`config.mk`:
```
export PLATFORM = sky130hd
export DESIGN_NAME = hdmi_tmds_rx
export DESIGN_NICKNAME = d
export VERILOG_FILES = /design/src/rtl/hdmi_tmds_rx.sv
export SDC_FILE = /design/constraint.sdc
export NUM_CORES = 1
export LEC_CHECK = 0
export CAP_MARGIN = 30
export CORE_UTILIZATION = 40
export CTS_CLUSTER_SIZE = 10
export DETAILED_ROUTE_END_ITERATION = 10
export SLEW_MARGIN = 10
export SYNTH_ARGS = -nofsm -noshare
export SYNTH_HDL_FRONTEND = slang
export SYNTH_SLANG_ARGS = --single-unit
```
`constraint.sdc`:
```
create_clock -name hdmi_tdms_clock -period 2.9 [get_ports hdmi_tdms_clock]
set_clock_uncertainty 0.05 [all_clocks]
set_input_delay 0.58 -clock hdmi_tdms_clock [delete_from_list [all_inputs] [get_ports hdmi_tdms_clock]]
set_output_delay 0.58 -clock hdmi_tdms_clock [all_outputs]
set_load 0.1 [all_outputs]
```
`src/rtl/hdmi_tmds_rx.sv`:
```
// Single-lane TMDS receiver: bit-serial deserializer, word alignment on
// blanking control tokens, and TMDS data/control decode.
module hdmi_tmds_rx #(
  parameter int LOCK_COUNT    = 4,
  parameter int TOKEN_TIMEOUT = 4096
) (
  input  logic       hdmi_tdms_clock,
  input  logic       hdmi_tdms_resetn,
  input  logic       hdmi_rx_d,
  output logic       word_valid,
  output logic [9:0] word_raw,
  output logic [7:0] word_data,
  output logic [1:0] word_ctrl,
  output logic       word_is_ctrl,
  output logic       locked,
  output logic       lock_lost
);
  typedef enum logic [1:0] {SEARCH, VERIFY, LOCKED} state_t;

  localparam logic [3:0]  LC = 4'(LOCK_COUNT);
  localparam logic [15:0] TT = 16'(TOKEN_TIMEOUT);

  state_t      state;
  logic [9:0]  sr;
  logic [3:0]  ph;
  logic [3:0]  cnt;
  logic [15:0] tmo;
  logic [15:0] tmo_nxt;
  logic        tok_hit;
  logic [1:0]  tok_code;
  logic        bnd;

  always_comb begin
    tok_hit  = 1'b1;
    tok_code = 2'd0;
    case (sr)
      10'b1101010100: tok_code = 2'd0;
      10'b0010101011: tok_code = 2'd1;
      10'b0101010100: tok_code = 2'd2;
      10'b1010101011: tok_code = 2'd3;
      default:        tok_hit  = 1'b0;
    endcase
  end

  assign bnd = (ph == 4'd9);
  // Token check first, then saturating increment; the exit test uses this value.
  assign tmo_nxt = tok_hit ? 16'd0 : ((tmo >= TT) ? tmo : tmo + 16'd1);

  function automatic logic [7:0] tmds_dec(input logic [9:0] q);
    logic [7:0] d;
    logic [7:0] o;
    d    = q[9] ? ~q[7:0] : q[7:0];
    o[0] = d[0];
    for (int i = 1; i < 8; i++)
      o[i] = q[8] ? (d[i] ^ d[i-1]) : ~(d[i] ^ d[i-1]);
    return o;
  endfunction

  always_ff @(posedge hdmi_tdms_clock or negedge hdmi_tdms_resetn) begin
    if (!hdmi_tdms_resetn) begin
      state        <= SEARCH;
      sr           <= '0;
      ph           <= '0;
      cnt          <= '0;
      tmo          <= '0;
      word_valid   <= 1'b0;
      word_raw     <= '0;
      word_data    <= '0;
      word_ctrl    <= '0;
      word_is_ctrl <= 1'b1;
      locked       <= 1'b0;
      lock_lost    <= 1'b0;
    end else begin
      sr         <= {hdmi_rx_d, sr[9:1]};
      ph         <= bnd ? 4'd0 : ph + 4'd1;
      word_valid <= 1'b0;
      lock_lost  <= 1'b0;
      case (state)
        SEARCH: if (tok_hit) begin
          // The token just completed, so the next boundary is 10 bits away.
          ph  <= 4'd0;
          cnt <= 4'd1;
          tmo <= '0;
          if (LC == 4'd1) begin
            state  <= LOCKED;
            locked <= 1'b1;
          end else begin
            state <= VERIFY;
          end
        end
        VERIFY: if (bnd) begin
          if (tok_hit) begin
            cnt <= cnt + 4'd1;
            if (cnt + 4'd1 == LC) begin
              state  <= LOCKED;
              locked <= 1'b1;
            end
          end else begin
            state <= SEARCH;
            cnt   <= '0;
          end
        end
        LOCKED: if (bnd) begin
          word_valid   <= 1'b1;
          word_raw     <= sr;
          word_is_ctrl <= tok_hit;
          if (tok_hit) begin
            word_ctrl <= tok_code;
            word_data <= '0;
          end else begin
            word_data <= tmds_dec(sr);
          end
          tmo <= tmo_nxt;
          if (tmo_nxt >= TT) begin
            state     <= SEARCH;
            locked    <= 1'b0;
            lock_lost <= 1'b1;
            cnt       <= '0;
            tmo       <= '0;
          end
        end
        default: state <= SEARCH;
      endcase
    end
  end
endmodule

```
==> results_dict.tcl, run 1 <==
set metrics [dict create \
    wl_per_cell_um 14.4 \
    num_antenna_cells 0 \
    drc 0 \
    cts_resized 0 \
    die_height_um 87.7 \
    final_common_cell "dfrtp_1" \
    cts_buffers 9 \
    antenna_found_initial 0 \
    p_int_mw 1.54 \
    max_freq_mhz 435 \
    final_nets 331 \
    grt_pass1_wl_mm 10.8 \
    grt_max_degree 36 \
    synth-seq-cells 60 \
    core_area_mm2 0.00694 \
    min_path_type "in -> async" \
    drive_above_1_share_pct 17.4 \
    yosysTopAreaCell "dfrtp_1" \
    clk_path_buf_depth 2 \
    synth_area_mm2 0.00294 \
    grt_pass1_vias 2206 \
    clkLatencyLatePin_ps 340 \
    drtIter0Drc 98 \
    seqPwrFrac_pct 45.2 \
    p_sw_share_pct 31.6 \
    grt.busiest_layer "met2" \
    met3_usage_pct 6.79 \
    power.density_mw_per_mm2 650 \
    synth_top_cell_area_share_pct 50.3 \
    syn-mean-instance-area_um2 10.3 \
    use_met1_pct 25.1 \
    track_usage_pct 18.5 \
    synthArstFlopShare_pct 100 \
    regArea_mm2 0.00150 \
    fin_ws_ps 601 \
    clk_pin_slew_worst_paths_ps 70 \
    pwr-share-comb_pct 21.1 \
    cp.arrival_ps 2470 \
    worst_pin_slew_ps 620 \
    p_leak_nw 1.62 \
    h-tree-depth 3 \
    postCtsSetupBuffers 0 \
    via_per_inst 5.21 \
    r2r_slack_ps 600 \
    worst-path-max-fanout 12 \
    vdd_ir_drop_max_v 0.000334 \
    status "finished clean" \
    dieArea_mm2 0.00769 \
    grt_util_met2_pct 27.6 \
    rsz0062_at_grt "false" \
    multi_input_area_mm2 0.00135 \
    min_period_ps 2300 \
    synth_nets 299 \
    first_pass_iters 4 \
    vias 2177 \
    cts_tree "built" \
    p_switching_mw 0.711 \
    clkPwrFrac_pct 33.7 \
    cts-root-buf "clkbuf_8" \
    synth_edf_count 0 \
    ios 27 \
    setup_viol 0 \
    finalHoldViolCount 0 \
    preCtsSetupSlack_ps 619 \
    synthCells 285 \
    fill_cells 675 \
    final_cell_mix "59 x dfrtp_1, 53 x nand2_1, 28 x buf_4" \
    ant_nets 0 \
    drv_slew 0 \
    num_rows 30 \
    critical_path_class "reg -> reg" \
    slew_headroom_pct 58.6 \
    synthFlopType "dfrtp_1" \
    dp_hpwl_mm 4.29 \
    period_share_pct 79.3 \
    synthToLayoutAreaGrowth_pct 17.9 \
    finalSetupTns_ps 0 \
    drv_cap 0 \
    routabilityCongestion 0.737 \
    start_util_pct 42.3 \
    place.port_buffers 26 \
    wl_mm 6.02 \
    ys_seq_area_share_pct 51.2 \
    synthTopCellsByArea "dfrtp_1 50%, nand2_1 6.8%, ha_1 4.7%, xnor2_1 3.0%, a21oi_1 2.2%" \
    crit_path_end_kind "flop" \
    ys_warn_count 0 \
    clock-sinks 60 \
    crit_required_ps 3070 \
    ctsHoldBuffers 0 \
    die-width_um 87.7 \
    design_area_mm2 0.00346 \
    yosysUniqueCellTypes 60 \
    rr_worst_depth 7 \
    dpl_cell_area_mm2 0.00326 \
    worstSetupStartpointType "flop" \
    overflow 0 \
]
## cell type report
class	instances	share of cell area, %
Clock inverter	5	1.74
Sequential cell	60	43.4
Clock buffer	11	4.09
Tap cell	96	3.47
Multi-Input combinational cell	203	38.9
Timing Repair Buffer	31	7.09
Inverter	12	1.30
## worst max-delay path, cell delays in order (launching register included)
cell and delay, ps:
dfrtp_1 410, inv_1 120, ha_1 450, nor2_1 170, a21o_1 220, a311oi_2 460
a31o_2 240, a21oi_1 60
## cells in the mapped netlist, types with 3 or more instances
master	instances
and2_1	3
inv_1	11
nand3_1	12
nor2_1	9
nand2_1	53
dfrtp_1	59
o22ai_1	3
o21ai_0	13
mux2_1	3
buf_2	4
a21oi_1	13
ha_1	11
a41oi_1	3
clkbuf_1	5
xor2_1	5
and4_1	3
nand4_1	3
xnor2_1	10
or3_1	4
nor2b_1	7
## final timing paths
kind,from,end
max in group asynchronous,hdmi_tdms_resetn,word_is_ctrl
worst max-delay path,state[1],tmo[10]
worst min-delay path,hdmi_tdms_resetn,tmo[2]
worst min register to register,sr[1],sr[0]
worst max register to register,state[1],tmo[10]
min in group hdmi_tdms_clock,sr[1],sr[0]
## registers in the layout, summed over array words and instances, names as in the netlist
register,count
tmo,16
sr,10
word_raw,10
word_data,8
cnt,4
ph,4
state,2
word_ctrl,2
lock_lost,1
locked,1
word_is_ctrl,1
word_valid,1
## through the flow
stage	instances	hold WS, ps	utilization, %	power, mW
after detailed placement	402	400	46.9	1.51
after global routing	418	235	49.8	2.41
after global placement	402	396	46.9	1.50
final	418	204	49.8	2.25
after CTS	418	213	49.8	2.29
after floorplan	285	234	-	1.39
## power groups by stage
stage	clock network, mW	logic [mW]	registers [mW]
detailed placement	0	0.478	1.03
global route	0.824	0.549	1.04
floorplan	0	0.383	1.00
global placement	0	0.467	1.03
finish	0.758	0.475	1.02
CTS	0.790	0.478	1.02
## per-layer routing
metal	up-vias	part of all wire [%]
met5	-	0
met3	2	4.7
met4	0	0.56
li1	1079	-
met2	46	47
met1	1050	48
## cell families (layout without fill, tap and decap cells)
family	Yosys count	after routing	share of synthesized area [%]
compound gates	60	60	15.4
xor+xnor	15	15	4.47
fa+ha+maj	11	11	4.69
buf+inv	22	59	2.98
flops	60	60	51.2
mux	4	4	1.49
simple gates	113	113	19.8
(Power assumes the default switching activity.)
==> inputs of run 2 (changes only) <==
Clock period 2.9 ns to 1.9 ns, I/O delays scaled along.
==> run 2 against run 1 <==
Against the previous run:
- the flow now finishes with violations (hold timing, setup timing)
- sequential power increased by 47%
- clock power increased by 32%
- setup slack got worse by 710 ps
- critical endpoint is now tmo[5]
==> results_dict.tcl, run 2 (synthesis gave the netlist of run 1 again) <==
set metrics [dict create \
    antenna_found_initial 0 \
    reg.largest.list "tmo (16), sr (10), word_raw (10)" \
    final_cell_mix "64 x buf_4, 58 x dfrtp_1, 51 x nand2_1" \
    p_sw_share_pct 33.1 \
    p_int_mw 2.58 \
    min_period_ps 2010 \
    clkLatencyLatePin_ps 340 \
    cts_buffers 9 \
    p_leak_nw 2.01 \
    cp_num_buf_inv 1 \
    setup_viol 10 \
    worst-path-max-fanout 5 \
    max_freq_mhz 497 \
    crit_path_end_kind "flop" \
    clkPwrFrac_pct 26.0 \
    regMostFlops "tmo" \
    overflow 0 \
    seqPwrFrac_pct 39.0 \
    dieArea_mm2 0.00769 \
    status "complete, but fails checks" \
    drtIter0Drc 140 \
    final_util_pct 62.9 \
    dpl_cell_area_mm2 0.00397 \
    cts-root-buf "clkbuf_8" \
    grt.busiest_layer "met2" \
    worst_path_max_delay_cell "or4_4" \
    violations "hold timing, setup timing" \
    clk_path_buf_depth 2 \
    worstSetupStartpointType "flop" \
    ant_nets 0 \
    drv_slew 0 \
    wl_mm 6.81 \
    drive_above_1_share_pct 36.6 \
    rsz0062_at_grt "true" \
    total_power_mw 3.85 \
    ios 27 \
    track_usage_pct 19.4 \
    place.port_buffers 26 \
    wl_per_cell_um 14.2 \
    period_share_pct 106 \
    num_antenna_cells 0 \
    critPathMaxStageDelay_ps 590 \
    power.density_mw_per_mm2 882 \
    vdd_ir_drop_max_v 0.000530 \
    met3_usage_pct 5.09 \
    via_per_inst 5.09 \
    start_util_pct 42.3 \
    first_pass_iters 4 \
    dp_hpwl_mm 4.63 \
    grt_pass1_vias 2411 \
    die-width_um 87.7 \
    slew_headroom_pct 68.5 \
    finalSetupTns_ps -627 \
    holdWs_ps -9.94 \
    critPathTopFamily "simple AND/OR/NAND/NOR gates" \
    routabilityCongestion 0.823 \
    fin_ws_ps -111 \
    design_area_mm2 0.00437 \
    cts_tree "built" \
    finalHoldViolCount 5 \
    crit_chain "or4_4 -> a211oi_4 -> o311ai_4 -> buf_4 -> or2_1 -> a21oi_2" \
    crit_required_ps 2110 \
    drv_cap 0 \
    largest_register_ffs 16 \
    cp.arrival_ps 2220 \
    synthToLayoutAreaGrowth_pct 48.7 \
    p_switching_mw 1.28 \
    grt_max_degree 61 \
    final_nets 394 \
    num_rows 30 \
    worst_pin_slew_ps 469 \
    critical_path_class "reg -> reg" \
    final_common_cell "buf_4" \
    use_met1_pct 23.5 \
    die_height_um 87.7 \
    clock-sinks 60 \
    grt_util_met2_pct 33.2 \
    grt_pass1_wl_mm 11.4 \
    min_path_type "in -> async" \
    pwr-share-comb_pct 35.0 \
    core_area_mm2 0.00694 \
    clk_pin_slew_worst_paths_ps 70 \
    h-tree-depth 3 \
    vias 2450 \
    drc 0 \
]
-- run 2: cell types whose count changed in the layout (fill, tap and decap cells not counted), sizes merged --
cell    delta
clkbuf     -1
clkinv     +2
bufinv     -1
buf       +63
-- run 2: final timing paths --
| kind | to | depth (start not counted) | slack, ps | start |
|---|---|---|---|---|
| worst max-delay path | tmo[5] | 6 | -110 | tmo[12] |
| worst min-delay path | cnt[2] | 2 | -10 | hdmi_tdms_resetn |
| worst max register to register | tmo[5] | 6 | -110 | tmo[12] |
| worst min register to register | sr[8] | 0 | 440 | sr[9] |
| max in group asynchronous | word_is_ctrl | 2 | 1490 | hdmi_tdms_resetn |
| min in group hdmi_tdms_clock | sr[9] | 1 | 430 | hdmi_rx_d |
-- run 2: layer usage --
metal	wire [um]	vias up
met4	148	0
li1	-	1202
met2	3320	44
met1	3100	1186
met3	242	18
met5	0	-
-- run 2: power groups by stage --
| stage | registers, mW | logic [mW] | clock network (mW) |
|---|---|---|---|
| after CTS | 1.49 | 1.25 | 1.02 |
| final | 1.50 | 1.35 | 1.00 |
| after detailed placement | 1.51 | 1.14 | 0 |
| after global routing | 1.52 | 1.49 | 1.08 |
| after floorplan | 1.53 | 0.602 | 0 |
| after global placement | 1.50 | 1.11 | 0 |
-- run 2: layout make-up --
cell class | count | area (um^2)
Fill cell | 550 | 2580
Sequential cell | 60 | 1500
Multi-Input combinational cell | 203 | 1500
Timing Repair Buffer | 94 | 1030
Clock buffer | 10 | 128
Tap cell | 96 | 120
Inverter | 12 | 45.0
Clock inverter | 6 | 40.0
-- run 2: what timing repair did --
action,4_1_cts,5_1_grt
buffers inserted,5,4
pin swaps,16,4
endpoints found under the setup margin,16,18
resized for setup,19,16
hold buffers,0,0
gates cloned,0,1
-- run 2: per-stage QoR --
stage | cells | setup WS (ps)
final | 481 | -111
after global routing | 481 | -181
after CTS | 476 | -83.1
after detailed placement | 455 | -145
after global placement | 455 | -102
after floorplan | 285 | -75.1
